**src/rtl/hammu_hamnhan_sched.sv**
```systemverilog
`default_nettype none
// ============================================================================
// Module   : hammu_hamnhan_sched
// Purpose  : Two-requester round-robin scheduler for the shared
//            multiply/exponent compute core. Captures the winning requester's
//            operands, pulses core_start for one cycle, waits for core_done
//            under a timeout watchdog, then returns the result (or a timeout
//            error) over a per-requester valid/ready response channel.
// Ports    : S_AXI_ACLK / S_AXI_ARESET     clock, async active-high reset
//            req_valid/req_ready/req_a/req_b/req_sel   request channel (x2)
//            rsp_valid/rsp_ready/rsp_data/rsp_err      response channel (x2)
//            core_a/core_b/core_select/core_start/core_done/core_p  core side
//            busy                          high whenever not IDLE
// Revision : 1.0  initial release
// ============================================================================
module hammu_hamnhan_sched #(
    parameter int DW      = 32,
    parameter int TIMEOUT = 64,
    parameter int TW      = 7
) (
    input  logic            S_AXI_ACLK,
    input  logic            S_AXI_ARESET,
    input  logic [1:0]      req_valid,
    output logic [1:0]      req_ready,
    input  logic [2*DW-1:0] req_a,
    input  logic [2*DW-1:0] req_b,
    input  logic [1:0]      req_sel,
    output logic [1:0]      rsp_valid,
    input  logic [1:0]      rsp_ready,
    output logic [DW-1:0]   rsp_data,
    output logic            rsp_err,
    output logic [DW-1:0]   core_a,
    output logic [DW-1:0]   core_b,
    output logic            core_select,
    output logic            core_start,
    input  logic            core_done,
    input  logic [DW-1:0]   core_p,
    output logic            busy
);

    localparam logic [TW-1:0] TMO_LAST = TW'(TIMEOUT - 1);

    typedef enum logic [1:0] {
        IDLE  = 2'd0,
        ISSUE = 2'd1,
        WAIT  = 2'd2,
        RESP  = 2'd3
    } state_t;

    state_t          state_q, state_d;
    logic            rr_ptr_q, rr_ptr_d;
    logic            grant_q, grant_d;
    logic [TW-1:0]   timer_q, timer_d;
    logic [DW-1:0]   core_a_q, core_a_d;
    logic [DW-1:0]   core_b_q, core_b_d;
    logic            core_sel_q, core_sel_d;
    logic [DW-1:0]   rsp_data_q, rsp_data_d;
    logic            rsp_err_q, rsp_err_d;

    logic            pick;
    logic            handshake;

    // Both valid: round-robin pointer decides. Otherwise the lone valid
    // requester wins (requester 1 exactly when only bit 1 is set).
    always_comb begin
        pick = (&req_valid) ? rr_ptr_q : req_valid[1];
    end

    // req_ready is gated by reset so every output reads zero while reset is
    // asserted, even if a requester is holding req_valid high.
    always_comb begin
        req_ready = 2'b00;
        if ((state_q == IDLE) && (|req_valid) && !S_AXI_ARESET) begin
            req_ready = pick ? 2'b10 : 2'b01;
        end
    end

    assign handshake   = |(req_valid & req_ready);
    assign rsp_valid   = (state_q == RESP) ? (grant_q ? 2'b10 : 2'b01) : 2'b00;
    // Decoded from state so async reset removes the pulse immediately.
    assign core_start  = (state_q == ISSUE);
    assign busy        = (state_q != IDLE);
    assign core_a      = core_a_q;
    assign core_b      = core_b_q;
    assign core_select = core_sel_q;
    assign rsp_data    = rsp_data_q;
    assign rsp_err     = rsp_err_q;

    always_comb begin
        state_d    = state_q;
        rr_ptr_d   = rr_ptr_q;
        grant_d    = grant_q;
        timer_d    = timer_q;
        core_a_d   = core_a_q;
        core_b_d   = core_b_q;
        core_sel_d = core_sel_q;
        rsp_data_d = rsp_data_q;
        rsp_err_d  = rsp_err_q;

        case (state_q)
            IDLE: begin
                if (handshake) begin
                    core_a_d   = pick ? req_a[2*DW-1:DW] : req_a[DW-1:0];
                    core_b_d   = pick ? req_b[2*DW-1:DW] : req_b[DW-1:0];
                    core_sel_d = pick ? req_sel[1] : req_sel[0];
                    grant_d    = pick;
                    state_d    = ISSUE;
                end
            end
            ISSUE: begin
                timer_d = '0;
                state_d = WAIT;
            end
            WAIT: begin
                // The first WAIT cycle (timer == 0) may still see a done left
                // over from the previous operation, so it is not trusted.
                // A genuine done on the timeout cycle takes priority.
                if ((timer_q != '0) && core_done) begin
                    rsp_data_d = core_p;
                    rsp_err_d  = 1'b0;
                    state_d    = RESP;
                end else if (timer_q == TMO_LAST) begin
                    rsp_data_d = '0;
                    rsp_err_d  = 1'b1;
                    state_d    = RESP;
                end else begin
                    timer_d = timer_q + 1'b1;
                end
            end
            RESP: begin
                if (rsp_ready[grant_q]) begin
                    rr_ptr_d = ~grant_q;
                    state_d  = IDLE;
                end
            end
            default: state_d = IDLE;
        endcase
    end

    always_ff @(posedge S_AXI_ACLK or posedge S_AXI_ARESET) begin
        if (S_AXI_ARESET) begin
            state_q    <= IDLE;
            rr_ptr_q   <= 1'b0;
            grant_q    <= 1'b0;
            timer_q    <= '0;
            core_a_q   <= '0;
            core_b_q   <= '0;
            core_sel_q <= 1'b0;
            rsp_data_q <= '0;
            rsp_err_q  <= 1'b0;
        end else begin
            state_q    <= state_d;
            rr_ptr_q   <= rr_ptr_d;
            grant_q    <= grant_d;
            timer_q    <= timer_d;
            core_a_q   <= core_a_d;
            core_b_q   <= core_b_d;
            core_sel_q <= core_sel_d;
            rsp_data_q <= rsp_data_d;
            rsp_err_q  <= rsp_err_d;
        end
    end

endmodule
`default_nettype wire

```
**config.mk**
```make
export PLATFORM = sky130hd
export DESIGN_NAME = hammu_hamnhan_sched
export DESIGN_NICKNAME = d
export VERILOG_FILES = /design/src/rtl/hammu_hamnhan_sched.sv
export SDC_FILE = /design/constraint.sdc
export NUM_CORES = 1
export LEC_CHECK = 0
export CAP_MARGIN = 30
export CORE_ASPECT_RATIO = 1.75
export CORE_UTILIZATION = 40
export DETAILED_ROUTE_END_ITERATION = 6
export PLACE_DENSITY_LB_ADDON = 0.25
export SYNTH_ARGS = -nofsm -noshare
export SYNTH_HDL_FRONTEND = slang
export SYNTH_SLANG_ARGS = --single-unit
```
**constraint.sdc**
```tcl
create_clock -name S_AXI_ACLK -period 10.41 [get_ports S_AXI_ACLK]
set_input_delay 1.5615 -clock S_AXI_ACLK [delete_from_list [all_inputs] [get_ports S_AXI_ACLK]]
set_output_delay 1.5615 -clock S_AXI_ACLK [all_outputs]
set_load 0.01 [all_outputs]
```
-- After elaboration in Yosys (flattened, before gate mapping)
Index checks and enable logic that the tools add are counted.
- $add $sub $neg: 1
- $lt $le $gt $ge: 1
- equal/unequal tests: 9
- muxes and demuxes: 22
- bitwise operators: 2
- reduce and logical (&&, ||, !) cells: 17
- operators by type and width (kind ; count):
    2-to-1 mux 32 bit ; 4
    2-to-1 mux 2 bit ; 8
    2-to-1 mux 7 bit ; 2
    case mux 7 bit (2 select lines) ; 1
    case mux 2 bit (4 select lines) ; 1
    AND reduction 2 bit ; 4
    adder 7 x 1 -> 7 bit, second input constant ; 1
    equality test 7 x 6 -> 1 bit, second input constant ; 1
    nonzero test 7 bit ; 1
    2-to-1 mux 1 bit ; 6
    != test 2 bit, second input constant ; 3
    AND reduction 3 bit ; 2
    nonzero test 2 bit ; 3
    equality test 2 bit, second input constant ; 2
    OR reduction 2 bit ; 2
    logical AND 1 bit ; 3
    != test 3 bit, second input constant ; 1
    bitwise AND 2 bit ; 1
    equality test 2 x 1 -> 1 bit, second input constant ; 1
    zero test 2 bit ; 1
    less-than comparator 1 x 2 -> 1 bit, second input constant ; 1
    != test 2 x 1 -> 1 bit, second input constant ; 1
    zero test 1 bit ; 1
    NOT 1 bit ; 1
- flip-flop bits (word level): 109
- output and inout port bits: 104
- logic and storage cells: 61

-- Longest topological paths before layout
- depth in word-level cells: 8
- gate-level depth with buffers: 9
- depth with buffers taken out: 6

-- Least setup slack after synthesis
No wires, ideal clock.
- path kind: input-to-output
- start point: input req_valid[0]
- end point: output req_ready[0]
- arrival: 2.697 ns
- setup slack: 6.151 ns
- stages on the path: 5
- buffers on the path: 2
- path through: inv_1 -> o21ai_1 -> buf_2 -> buf_1 -> and2_1
- cells in the longest elaborated chain, start to end: 4
- ends and longest elaborated chain (item ; RTL line ; text):
    start: declaration ; 23 ; input logic [1:0] req_valid,
    AND reduction 2 bit / OR reduction 2 bit (equally long branches) ; 66, 73 ;
    2-to-1 mux 1 bit / logical AND 1 bit (equally long branches) ; 66, 73 ;
    2-to-1 mux 2 bit / logical AND 1 bit (equally long branches) ; 74, 73 ;
    2-to-1 mux 2 bit (*) ; 73 ; if ((state_q == IDLE) && (|req_valid) && !S_AXI_ARESET) begin
    end: declaration ; 24 ; output logic [1:0] req_ready,
Every way passes the cells marked *; elsewhere a longest branch is shown, timed or not.

-- Worst setup path after layout
Ends and elaborated chain as after synthesis.

==> qor.tcl <==
set qor(drt-vias-per-instance) 5.216
set qor(setup_viol_count_final) 0
set qor(yosys-top-cells-area) {sky130_fd_sc_hd__dfrtp_1 56%, sky130_fd_sc_hd__mux2i_1 14%, sky130_fd_sc_hd__o21ai_0 6.8%}
set qor(synth.net_count) 617
set qor(cp_slowest_cell) {sky130_fd_sc_hd__buf_4}
set qor(timing_hold_violations_final) 0
set qor(detail_route.wirelength_um) 15110
set qor(post-place-cells) 823
set qor(antenna_cells) 0
set qor(slew_viols_final) 0
set qor(outcome) {finished, final reports clean}
set qor(post_drt_wl_per_cell_um) 18.01
set qor(path_cells) {clkdlybuf4s50_1 -> inv_1 -> o21ai_4 -> buf_4 -> and2_1 -> clkdlybuf4s50_1}
set qor(worst-endpoint-arrival_ns) 4.13
set qor(layout_overhead_on_the_synthesized_area_pct) 66.23
set qor(stdcell_count) 839
set qor(path_buf_inv) 4
set qor(hpwl_um) 11690
set qor(first_global_vias) 4568
set qor(numCtsBuffers) 9
set qor(criticalPathCategory) {in2out}
set qor(hold_path.class) {reg2reg}
set qor(max-clock-path-buffers) 2
set qor(maximum_number_of_pins_on_one_net_before_global_route_repair) 103
set qor(power.share.combinational) 0.454
set qor(postSynthAreaPerCell_sq_um) 11.00
set qor(grt_usage) 0.2391
set qor(design.portCount) 273
set qor(fp.coreArea_sq_mm) 0.01171
set qor(switching_fraction_of_total_power) 0.3342
set qor(finalSetupTns_ns) 0
set qor(synth_cells) 441
set qor(insertion_delay_ns) 0.34
set qor(critPathMostFrequentCell) {sky130_fd_sc_hd__clkdlybuf4s50_1}
set qor(num-nets-final) 875
set qor(worst_ep_required_time_ns) 8.85
set qor(power_density_mw_per_mm2) 248.7
set qor(rsz0062_at_grt) {false}
set qor(power_frac_clock) 0.188
set qor(critPathCaptureType) {primary output}
set qor(place.gp.congestion) 0.7780
set qor(cell_taking_the_most_area_after_synthesis) {sky130_fd_sc_hd__dfrtp_1}
set qor(hold_buffers) 0
set qor(cts.htree.levels) 3
set qor(die_area_sq_mm) 0.01259
set qor(synth_cell_types) 36
set qor(peakVddDrop_mv) 0.1764
set qor(route.antenna.remaining_nets) 0
set qor(critical_path.startpoint_type) {input pin}
set qor(layout_setup_ws_ns) 4.714
set qor(sink_count) 109
set qor(drive_gt1_frac) 0.03835
set qor(final_min_period_over_clock_period) 0.5471
set qor(resize_count_post_cts) 0
set qor(post-cts-setup-buffer-count) 0
set qor(max-slew-margin-rel) 0.3929
set qor(place.port_buffers) 272
set qor(synth-seq-area-share) 0.5624
set qor(leakage_power_nw) 3.637
set qor(drtPass1Iterations) 4
set qor(cp_max_fo) 54
set qor(number_of_rows_in_the_core_area) 52
set qor(detailedRoute.firstIterationViolations) 142
set qor(tritoncts) {done}
set qor(ys_ff_latch) 109
set qor(worst_case_setup_slack_after_placement_ns) 4.696
set qor(max_slew.worst_pin.slew_ns) 0.9106
set qor(die_width_um) 85.24
set qor(fin_skew_ns) 0.008853
set qor(vias) 4376
set qor(synth_top_cell_area_share) 0.5624
set qor(max_clock_freq_mhz) 175.6
set qor(netlist_area_sq_mm) 0.004850
set qor(grt_antenna_before_repair) 0
set qor(cts.root.buffer_cell) {sky130_fd_sc_hd__clkbuf_16}
set qor(critPathTopFamily) {buffers and inverters}
set qor(path_clk_slew_ns) 0.07
set qor(max_cap_violations) 0
set qor(dr_drc_count) 0
set qor(grt_first_pass_wirelength_um) 23070
set qor(slowest_delay_ns) 0.78
set qor(power.switching_mw) 0.6701
set qor(yosysWarnings) 0
set qor(power.share.sequential) 0.358
set qor(die_boundary_height_um) 147.7
set qor(p_int_mw) 1.335
set qor(floorplan.initialDensity) 0.4141
set qor(grt-ovfl-total) 0
set qor(min_tclk_post_route_ns) 5.696
## cells in the mapped netlist
master and instances:
sky130_fd_sc_hd__and3_1 1, sky130_fd_sc_hd__o311a_1 1, sky130_fd_sc_hd__nand2_1 72, sky130_fd_sc_hd__nor2_1 6, sky130_fd_sc_hd__o21ai_2 1, sky130_fd_sc_hd__buf_1 5
sky130_fd_sc_hd__a2bb2oi_1 1, sky130_fd_sc_hd__nor2b_1 1, sky130_fd_sc_hd__a211o_1 1, sky130_fd_sc_hd__o21ai_0 66, sky130_fd_sc_hd__o311ai_0 4, sky130_fd_sc_hd__inv_1 11
sky130_fd_sc_hd__o211a_1 1, sky130_fd_sc_hd__buf_6 1, sky130_fd_sc_hd__a21boi_0 1, sky130_fd_sc_hd__nor3_1 3, sky130_fd_sc_hd__or4b_1 1, sky130_fd_sc_hd__or2_2 2
sky130_fd_sc_hd__dfrtp_1 109, sky130_fd_sc_hd__buf_2 8, sky130_fd_sc_hd__a221o_1 1, sky130_fd_sc_hd__o21bai_1 1, sky130_fd_sc_hd__mux2i_1 67, sky130_fd_sc_hd__o31a_1 1
sky130_fd_sc_hd__o211ai_1 1, sky130_fd_sc_hd__o31ai_1 2, sky130_fd_sc_hd__a21oi_1 2, sky130_fd_sc_hd__or4_1 2, sky130_fd_sc_hd__a21o_1 1, sky130_fd_sc_hd__and2_1 4
sky130_fd_sc_hd__a22o_1 32, sky130_fd_sc_hd__o21ai_1 1, sky130_fd_sc_hd__a22oi_1 2, sky130_fd_sc_hd__clkbuf_1 17, sky130_fd_sc_hd__nand3_1 4, sky130_fd_sc_hd__ha_1 7
## final cells by class
class / count / area, sq um
sequential: 109 / 2728
multi-input combinational: 290 / 1961
timing repair buffer: 278 / 2828
fill: 941 / 3650
clock buffer: 10 / 239.0
clock inverter: 6 / 93.84
tap: 135 / 168.9
inverter: 11 / 43.79
## final timing paths
check / slack [ns] / start / end / cells past startpoint
worst min-delay path: 0.48 / core_a[26] / core_a[26] / 2
worst min register to register: 0.48 / core_a[26] / core_a[26] / 2
max in group asynchronous: 7.83 / S_AXI_ARESET / core_a[9] / 4
worst max register to register: 7.91 / timer_q[0] / rsp_data[19] / 6
min in group asynchronous: 1.53 / S_AXI_ARESET / core_b[15] / 2
worst max-delay path: 4.71 / req_valid[0] / req_ready[0] / 6
## metrics by stage
step           power, mW    util  cell area [sq um]  hold WS [ns]
5_1_grt            2.124  0.6884               8061        0.5076
6_report           2.005  0.6884               8061        0.4799
2_1_floorplan      1.097       -               4850        0.4688
3_3_place_gp       1.594  0.6529               7646        0.4636
3_5_place_dp       1.639  0.6599               7729        0.4714
4_1_cts            2.024  0.6884               8061        0.4876
## metal layers
metal	track usage	wire, um
met1	0.2447	5421
met4	0.1076	527
met3	0.07426	1337
met2	0.4379	7822
met5	0	0
## cells in the final DEF, fill, tap and decap left out, drive strengths merged, types with 2 or more instances in the layout
cell	n
clkdlybuf4s50	272
dfrtp	109
nand2	72
o21ai	68
mux2i	67
a22o	32
inv	13
clkbuf	10
ha	7
nor2	6
buf	6
nand3	4
and2	4
o311ai	4
nor3	3
a22oi	2
o31ai	2
a21oi	2
or4	2
bufinv	2
or2	2
## registers in the layout, indices dropped and copies added (netlist names)
register,count
core_a,32
core_b,32
rsp_data,32
timer_q,7
state_q,2
core_select,1
grant_q,1
rr_ptr_q,1
rsp_err,1
## power by group through the flow
stage / combinational [mW] / sequential [mW] / clock [mW]
after floorplan: 0.309 / 0.788 / 0
after global placement: 0.879 / 0.715 / 0
after detailed placement: 0.919 / 0.720 / 0
after CTS: 0.922 / 0.718 / 0.384
after global routing: 0.981 / 0.739 / 0.404
final: 0.911 / 0.718 / 0.376
## kinds of logic (layout without fill, tap and decap cells)
family	Yosys count	in the layout	synth area share
DFF	109	109	0.5624
adders and majority gates	7	7	0.01806
muxes	67	67	0.1383
AOI/OAI and AO/OA	120	120	0.1620
and+or+nand+nor	96	96	0.08307
buffers and inverters	42	305	0.03612
## tightest hold or removal path: stages (launching register included)
cell                      delay, ns
sky130_fd_sc_hd__dfrtp_1       0.34
sky130_fd_sc_hd__nand2_1       0.04
sky130_fd_sc_hd__o21ai_0       0.06
(Power assumes the default switching activity.)
